<file path="config.mk">
export PLATFORM = sky130hd
export DESIGN_NAME = bloke2_digest_collector
export DESIGN_NICKNAME = d
export VERILOG_FILES = /design/src/rtl/bloke2_digest_collector.sv
export SDC_FILE = /design/constraint.sdc
export NUM_CORES = 2
export LEC_CHECK = 0
export ABC_CLOCK_PERIOD_IN_PS = 2900
export CORE_AREA = 2 2 413 415
export DETAILED_ROUTE_END_ITERATION = 10
export DIE_AREA = 0 0 415 417
export PLACE_DENSITY_LB_ADDON = 0.25
export SYNTH_ARGS = -nofsm -noshare
export SYNTH_HDL_FRONTEND = slang
export SYNTH_SLANG_ARGS = --single-unit
</file>
<file path="constraint.sdc">
create_clock -name clk -period 2.9 [get_ports clk]
set_clock_uncertainty 0.1 [all_clocks]
set_input_delay 0.58 -clock clk [delete_from_list [all_inputs] [get_ports clk]]
set_output_delay 0.58 -clock clk [all_outputs]
set_load 0.005 [all_outputs]
</file>
<file path="src/rtl/bloke2_digest_collector.sv">
// rtl/bloke2_digest_collector.sv - serial digest byte collector with handshake and compare
//
// Purpose: assembles the bloke2 core's serial digest bytes into a parallel
// register, holds it under a valid/ready handshake, compares it against a
// reference digest and flags short, long and overrun streams.
//
// Ports:
//   clk, rst        clock; synchronous active-low reset
//   hash_byte       digest byte from the hash core
//   hash_valid      hash_byte is valid this cycle
//   hash_end        hash_byte is the final digest byte (only with hash_valid)
//   expected        reference digest, byte 0 in [7:0]
//   digest          collected digest, first received byte in [7:0]
//   digest_len      number of bytes stored
//   digest_valid    digest and flags are presented
//   digest_ready    consumer accepts the presented digest
//   match           digest equals expected and the stream was well formed
//   err_short       stream ended before DIGEST_BYTES bytes
//   err_long        stream carried more than DIGEST_BYTES bytes
//   overrun         sticky: a byte was dropped while a digest was held
module bloke2_digest_collector #(
  parameter int DIGEST_BYTES = 64,
  parameter int CNT_W        = $clog2(DIGEST_BYTES + 1)
) (
  input  logic                      clk,
  input  logic                      rst,
  input  logic [7:0]                hash_byte,
  input  logic                      hash_valid,
  input  logic                      hash_end,
  input  logic [DIGEST_BYTES*8-1:0] expected,
  output logic [DIGEST_BYTES*8-1:0] digest,
  output logic [CNT_W-1:0]          digest_len,
  output logic                      digest_valid,
  input  logic                      digest_ready,
  output logic                      match,
  output logic                      err_short,
  output logic                      err_long,
  output logic                      overrun
);

  typedef enum logic {
    COLLECT = 1'b0,
    HOLD    = 1'b1
  } state_e;

  localparam logic [CNT_W-1:0] FULL = CNT_W'(DIGEST_BYTES);

  state_e                    state_q, state_d;
  logic [DIGEST_BYTES*8-1:0] digest_q, digest_d;
  logic [CNT_W-1:0]          cnt_q, cnt_d;
  logic                      err_short_q, err_short_d;
  logic                      err_long_q, err_long_d;
  logic                      overrun_q, overrun_d;
  logic                      accept;

  always_ff @(posedge clk) begin
    if (!rst) begin
      state_q     <= COLLECT;
      digest_q    <= '0;
      cnt_q       <= '0;
      err_short_q <= 1'b0;
      err_long_q  <= 1'b0;
      overrun_q   <= 1'b0;
    end else begin
      state_q     <= state_d;
      digest_q    <= digest_d;
      cnt_q       <= cnt_d;
      err_short_q <= err_short_d;
      err_long_q  <= err_long_d;
      overrun_q   <= overrun_d;
    end
  end

  always_comb begin
    state_d     = state_q;
    digest_d    = digest_q;
    cnt_d       = cnt_q;
    err_short_d = err_short_q;
    err_long_d  = err_long_q;
    overrun_d   = overrun_q;
    accept      = 1'b0;

    case (state_q)
      COLLECT: accept = 1'b1;
      HOLD: begin
        if (digest_ready) begin
          // Clear first, then let the collect step below write into the
          // cleared register so a same-cycle byte becomes byte 0.
          state_d     = COLLECT;
          digest_d    = '0;
          cnt_d       = '0;
          err_short_d = 1'b0;
          err_long_d  = 1'b0;
          accept      = 1'b1;
        end else if (hash_valid) begin
          overrun_d = 1'b1;
        end
      end
      default: state_d = COLLECT;
    endcase

    if (accept && hash_valid) begin
      if (cnt_d < FULL) begin
        for (int i = 0; i < DIGEST_BYTES; i++) begin
          if (cnt_d == CNT_W'(i)) digest_d[i*8 +: 8] = hash_byte;
        end
        cnt_d = cnt_d + CNT_W'(1);
      end else begin
        err_long_d = 1'b1;
      end
      if (hash_end) begin
        state_d     = HOLD;
        err_short_d = (cnt_d < FULL);
      end
    end
  end

  assign digest       = digest_q;
  assign digest_len   = cnt_q;
  assign digest_valid = (state_q == HOLD);
  assign err_short    = err_short_q;
  assign err_long     = err_long_q;
  assign overrun      = overrun_q;
  assign match        = digest_valid && !err_short_q && !err_long_q && (digest_q == expected);

endmodule

</file>
# Word level (Yosys, flattened, before mapping)
# Index checks and enable logic that the tools add are counted.
[classes] n_reduce_logical=8 n_mul=0 n_lt_le_gt_ge=2 muxes=87 shift=0 n_div=0 addsub=1 bitwise=2 eq_ne=64
[op_table] cell="$mux 512" n=4
[op_table] cell="$eq 512x512->1" n=1
[op_table] cell="$mux 8" n=64
[op_table] cell="$eq 7x6->1 const B" n=32
[op_table] cell="$eq 7x5->1 const B" n=16
[op_table] cell="$eq 7x4->1 const B" n=8
[op_table] cell="$mux 7" n=5
[op_table] cell="$eq 7x3->1 const B" n=4
[op_table] cell="$eq 7x2->1 const B" n=2
[op_table] cell="$lt 7x7->1 const B" n=2
[op_table] cell="$mux 1" n=13
[op_table] cell="$add 7x1->7 const B" n=1
[op_table] cell="$eq 7x1->1 const B" n=1
[op_table] cell="$logic_not 7->1" n=1
[op_table] cell="$logic_and 1x1->1" n=4
[op_table] cell="$reduce_and 3->1" n=1
[op_table] cell="$logic_not 1->1" n=2
[op_table] cell="$not 1->1" n=2
[op_table] cell="$pmux 1 s2" n=1
[word_totals] latch_bits=0 input_bits=525 mem_bits_rw=0 rom_bits=0 ff_bits=523 out_inout_bits=524 elab_cells=170 mem_count=0

# Depth between registers and ports, before layout
[depth] depth_word=8 depth_mapped=14 ltp_nobuf=10

# Worst setup path before layout
# Ideal clock, no wire load.
[synth_timing] kind="in2reg" start="input digest_ready" end="register digest_q[380], in the netlist digest[380]" n_path_buf=3 t_required_ns=2.724 path_stages=13 setup_ns=0.076 path_slack_ns=-0.108 arrival_ns=2.832 cell_sequence="nand2_1 > clkbuf_1 > buf_1 > nand2_1 > inv_1 > ha_1 > and3_1 > nand2_1 > nor3_1 > and2_1 > clkbuf_1 > nand2_1 > a21boi_0"
[synth_between] elab_chain_len=6 elab_cells_between_ends=12 cone_classes="1 x order compare; 1 x eq/ne; 9 x mux; 1 x reduce/logical"
[synth_rtl] element="from (decl)" line="34" rtl="input logic digest_ready,"
[synth_rtl] element="parallel branches: the longest is 5 deep, another holds $lt 7x7->1"
[synth_rtl] element="$mux 512 *" line="102" rtl="if (accept && hash_valid) begin"
[synth_rtl] element="to (signal assigned)" line="66" rtl="digest_q <= digest_d;"
[synth_rtl] element="to (decl)" line="49" rtl="logic [DIGEST_BYTES*8-1:0] digest_q, digest_d;"
# Mark *: on every way between the ends.
# A chain may end at the register's enable or synchronous reset.

# Worst setup path after layout
[layout_timing] start="input expected[286]" end="output match"
[layout_between] elab_chain_len=2
[layout_rtl] element="from (decl)" line="30" rtl="input logic [DIGEST_BYTES*8-1:0] expected,"
[layout_rtl] element="$eq 512x512->1" line="124" rtl="assign match = digest_valid && !err_short_q && !err_long_q && (digest_q == expected);"
[layout_rtl] element="$logic_and 1x1->1" line="124"
[layout_rtl] element="to (decl)" line="35" rtl="output logic match,"
# Every way passes these cells.

==> results_dict.tcl <==
set metrics [dict create \
    critPathArrivalTime_ns 3.73 \
    cts_max_level 3 \
    crit_fanout 1 \
    synth_area_per_cell_um2 8.19 \
    clock-sinks 523 \
    outcome "finished, violations left" \
    ys.flop_type "dfxtp_1" \
    p_int_mw 13.8 \
    ys_seq_elements 523 \
    grt_max_degree 119 \
    pre_cts_ws_ns -2.27 \
    ys_seq_area_share_pct 40.2 \
    min_period_over_period_pct 152 \
    ir_worst_vdd_mv 0.367 \
    synth.area.top_cells "dfxtp_1 (40%), a21boi_0 (9.6%), xor2_1 (8.7%)" \
    crit_top_cell "buf_4" \
    p_sw_share_pct 29.1 \
    area_growth_pct 91.6 \
    top_level_ports 1049 \
    yosysTopAreaCellShare_pct 40.2 \
    synth-edff-count 0 \
    rsz0062_at_grt "yes" \
    antenna_found_initial 41 \
    grt_usage_pct 28.9 \
    grt_pass1_vias 31700 \
    cp_num_cells 10 \
    yosysMostFrequentCell "dfxtp_1" \
    port_buffers 1048 \
    drt-pass1-iter-count 5 \
    slew_headroom_pct 22.4 \
    worst_r2r_path_depth 12 \
    violations "negative setup slack" \
    utilization_pct 29.6 \
    drive_gt1_share_pct 22.2 \
    tightest_slew_ns 1.16 \
    crit_buf_inv 4 \
    p_seq_share_pct 37.1 \
    die_y_um 417 \
    start_util_pct 15.5 \
    final_antenna_net_count 0 \
    min_period_ns 4.41 \
    core_um2 169000 \
    routed_via_density 4.44 \
    cts_tree "built" \
    cts.path.max_buffers 3 \
    drv_slew 0 \
    crit_type "input port to output pin" \
    syn_area_um2 26100 \
    num_rows 151 \
    die_w_um 415 \
    end_kind "output pin" \
    finalNonFillerCells 7318 \
    syn_nets 3714 \
    synthArstFlopShare_pct 0 \
    power_frac_comb_pct 16.0 \
    r2r_slack_ns 0.32 \
    grt_first_pass_wirelength_mm 328 \
    nets 5552 \
    yosysWarnings 0 \
    crit_chain "clkdlybuf4s50_1, xnor2_2, nand4_1, buf_4, nor4_2, buf_4, nand4_1, or4_4, nor4_4, buf_4" \
    p_per_area_nw_per_um2 390 \
    critPathTopFamily "simple AND/OR/NAND/NOR gates" \
    synth_cell_types 44 \
    cts_made_buffers 73 \
    cts-root-buf "clkbuf_16" \
    cp-start-kind "input port" \
    hold_ws_ns 0.173 \
    dp_hpwl_mm 214 \
    critical-path-max-stage-delay_ns 0.59 \
    hold_path_depth 3 \
    vias 32500 \
    worst_path_max_delay_cell "nor4_4" \
    dr.first_iter.drc_count 2889 \
    finalHoldViolations 0 \
    fin_ws_ns -1.51 \
    dp.cells 7168 \
    grt_overflow 0 \
    p_clk_share_pct 46.9 \
    yosys.area.top_type "dfxtp_1" \
    cts.reportedPaths.clkPinSlew_ns 0.06 \
    setup_viol 1 \
    max_freq_mhz 227 \
    die-area_um2 173000 \
    wl_per_cell_um 35.5 \
    netlist_instances 3185 \
    drc 0 \
    yosys-top-cells-count "dfxtp_1 (523), nand2_1 (437), nand3_1 (410), a21boi_0 (335), xor2_1 (259)" \
    maxCapViolCount 0 \
    post_cts.repair.setup_buffers 0 \
    p_sw_mw 5.68 \
    hp-class "input port to flop" \
    gp_congestion 0.947 \
    finalSetupTns_ns -1.51 \
    worstPathRequired_ns 2.22 \
    clock_latency_ns 0.67 \
    wl_mm 260 \
    p_leak_nw 18.6 \
]
## placed cells by master (no fill, tap or decap), drive strengths merged, types with 151 or more instances in the layout
cell type,instances
nand3,412
nor2,169
xor2,259
clkdlybuf4s50,1030
buf,926
nand2,443
a21boi,365
a21oi,151
xnor2,248
dfxtp,523
## kinds of logic (layout without fill, tap and decap cells)
family	Yosys count	in the layout	share of synthesized area, %
AND/OR/NAND/NOR	1259	1259	22.7
AO/OA/AOI/OAI	680	680	16.7
flip-flops	523	523	40.2
XOR/XNOR	507	507	17.0
buffers and inverters	212	2103	3.14
adder cells (fa/ha/maj)	4	4	0.192
other	0	24	0
## tightest hold or removal path: stages
cell and delay (ns):
buf_2 0.18, nand2_1 0.09, a21boi_1 0.05
## registers in the layout (all words and copies together), names as in the netlist
register / count
digest: 512
digest_len: 7
digest_valid: 1
err_long: 1
err_short: 1
overrun: 1
## per-stage QoR
step	power [mW]	instance area, um2
after floorplan	8.10	26100
after global placement	10.5	47200
after detailed placement	10.5	47200
after CTS	19.7	49900
after global routing	20.0	49900
final	19.5	50000
## worst paths after layout
check / endpoint / from
worst min register to register: overrun$_SDFFE_PN0P_ / overrun$_SDFFE_PN0P_
worst max register to register: digest[509]$_SDFF_PN0_ / digest_valid$_SDFF_PN0_
worst max-delay path: match / expected[286]
worst min-delay path: digest[362]$_SDFF_PN0_ / hash_byte[2]
## layer usage
layer / vias to the layer above / track usage, % / part of all wire, %
li1: 14700 / - / -
met2: 1413 / 50.5 / 49
met5: - / 0 / 0.017
met1: 16100 / 33.9 / 39
met4: 8 / 14.9 / 5.8
met3: 322 / 4.66 / 5.4
## power by group through the flow
stage | logic (mW) | registers, mW | clock network [mW]
after floorplan | 0.724 | 7.38 | 0
after global placement | 3.13 | 7.38 | 0
after detailed placement | 3.11 | 7.38 | 0
after CTS | 3.15 | 7.22 | 9.35
after global routing | 3.19 | 7.22 | 9.56
final | 3.12 | 7.22 | 9.14
## final cells by class
type | count | area (um2)
Inverter | 11 | 41.3
Sequential cell | 523 | 10500
Multi-Input combinational cell | 2450 | 15200
Fill cell | 18100 | 119000
Clock inverter | 20 | 170
Tap cell | 2218 | 2780
Antenna cell | 24 | 60.1
Timing Repair Buffer | 1964 | 19000
Clock buffer | 108 | 2140
## timing repair
action,CTS,global route
cloned,0,0
setup endpoints to repair,2,1
pin swaps,27,1
gates resized for setup,68,2
hold buffers,0,0
Note: power is estimated with default switching activity, not from simulation.
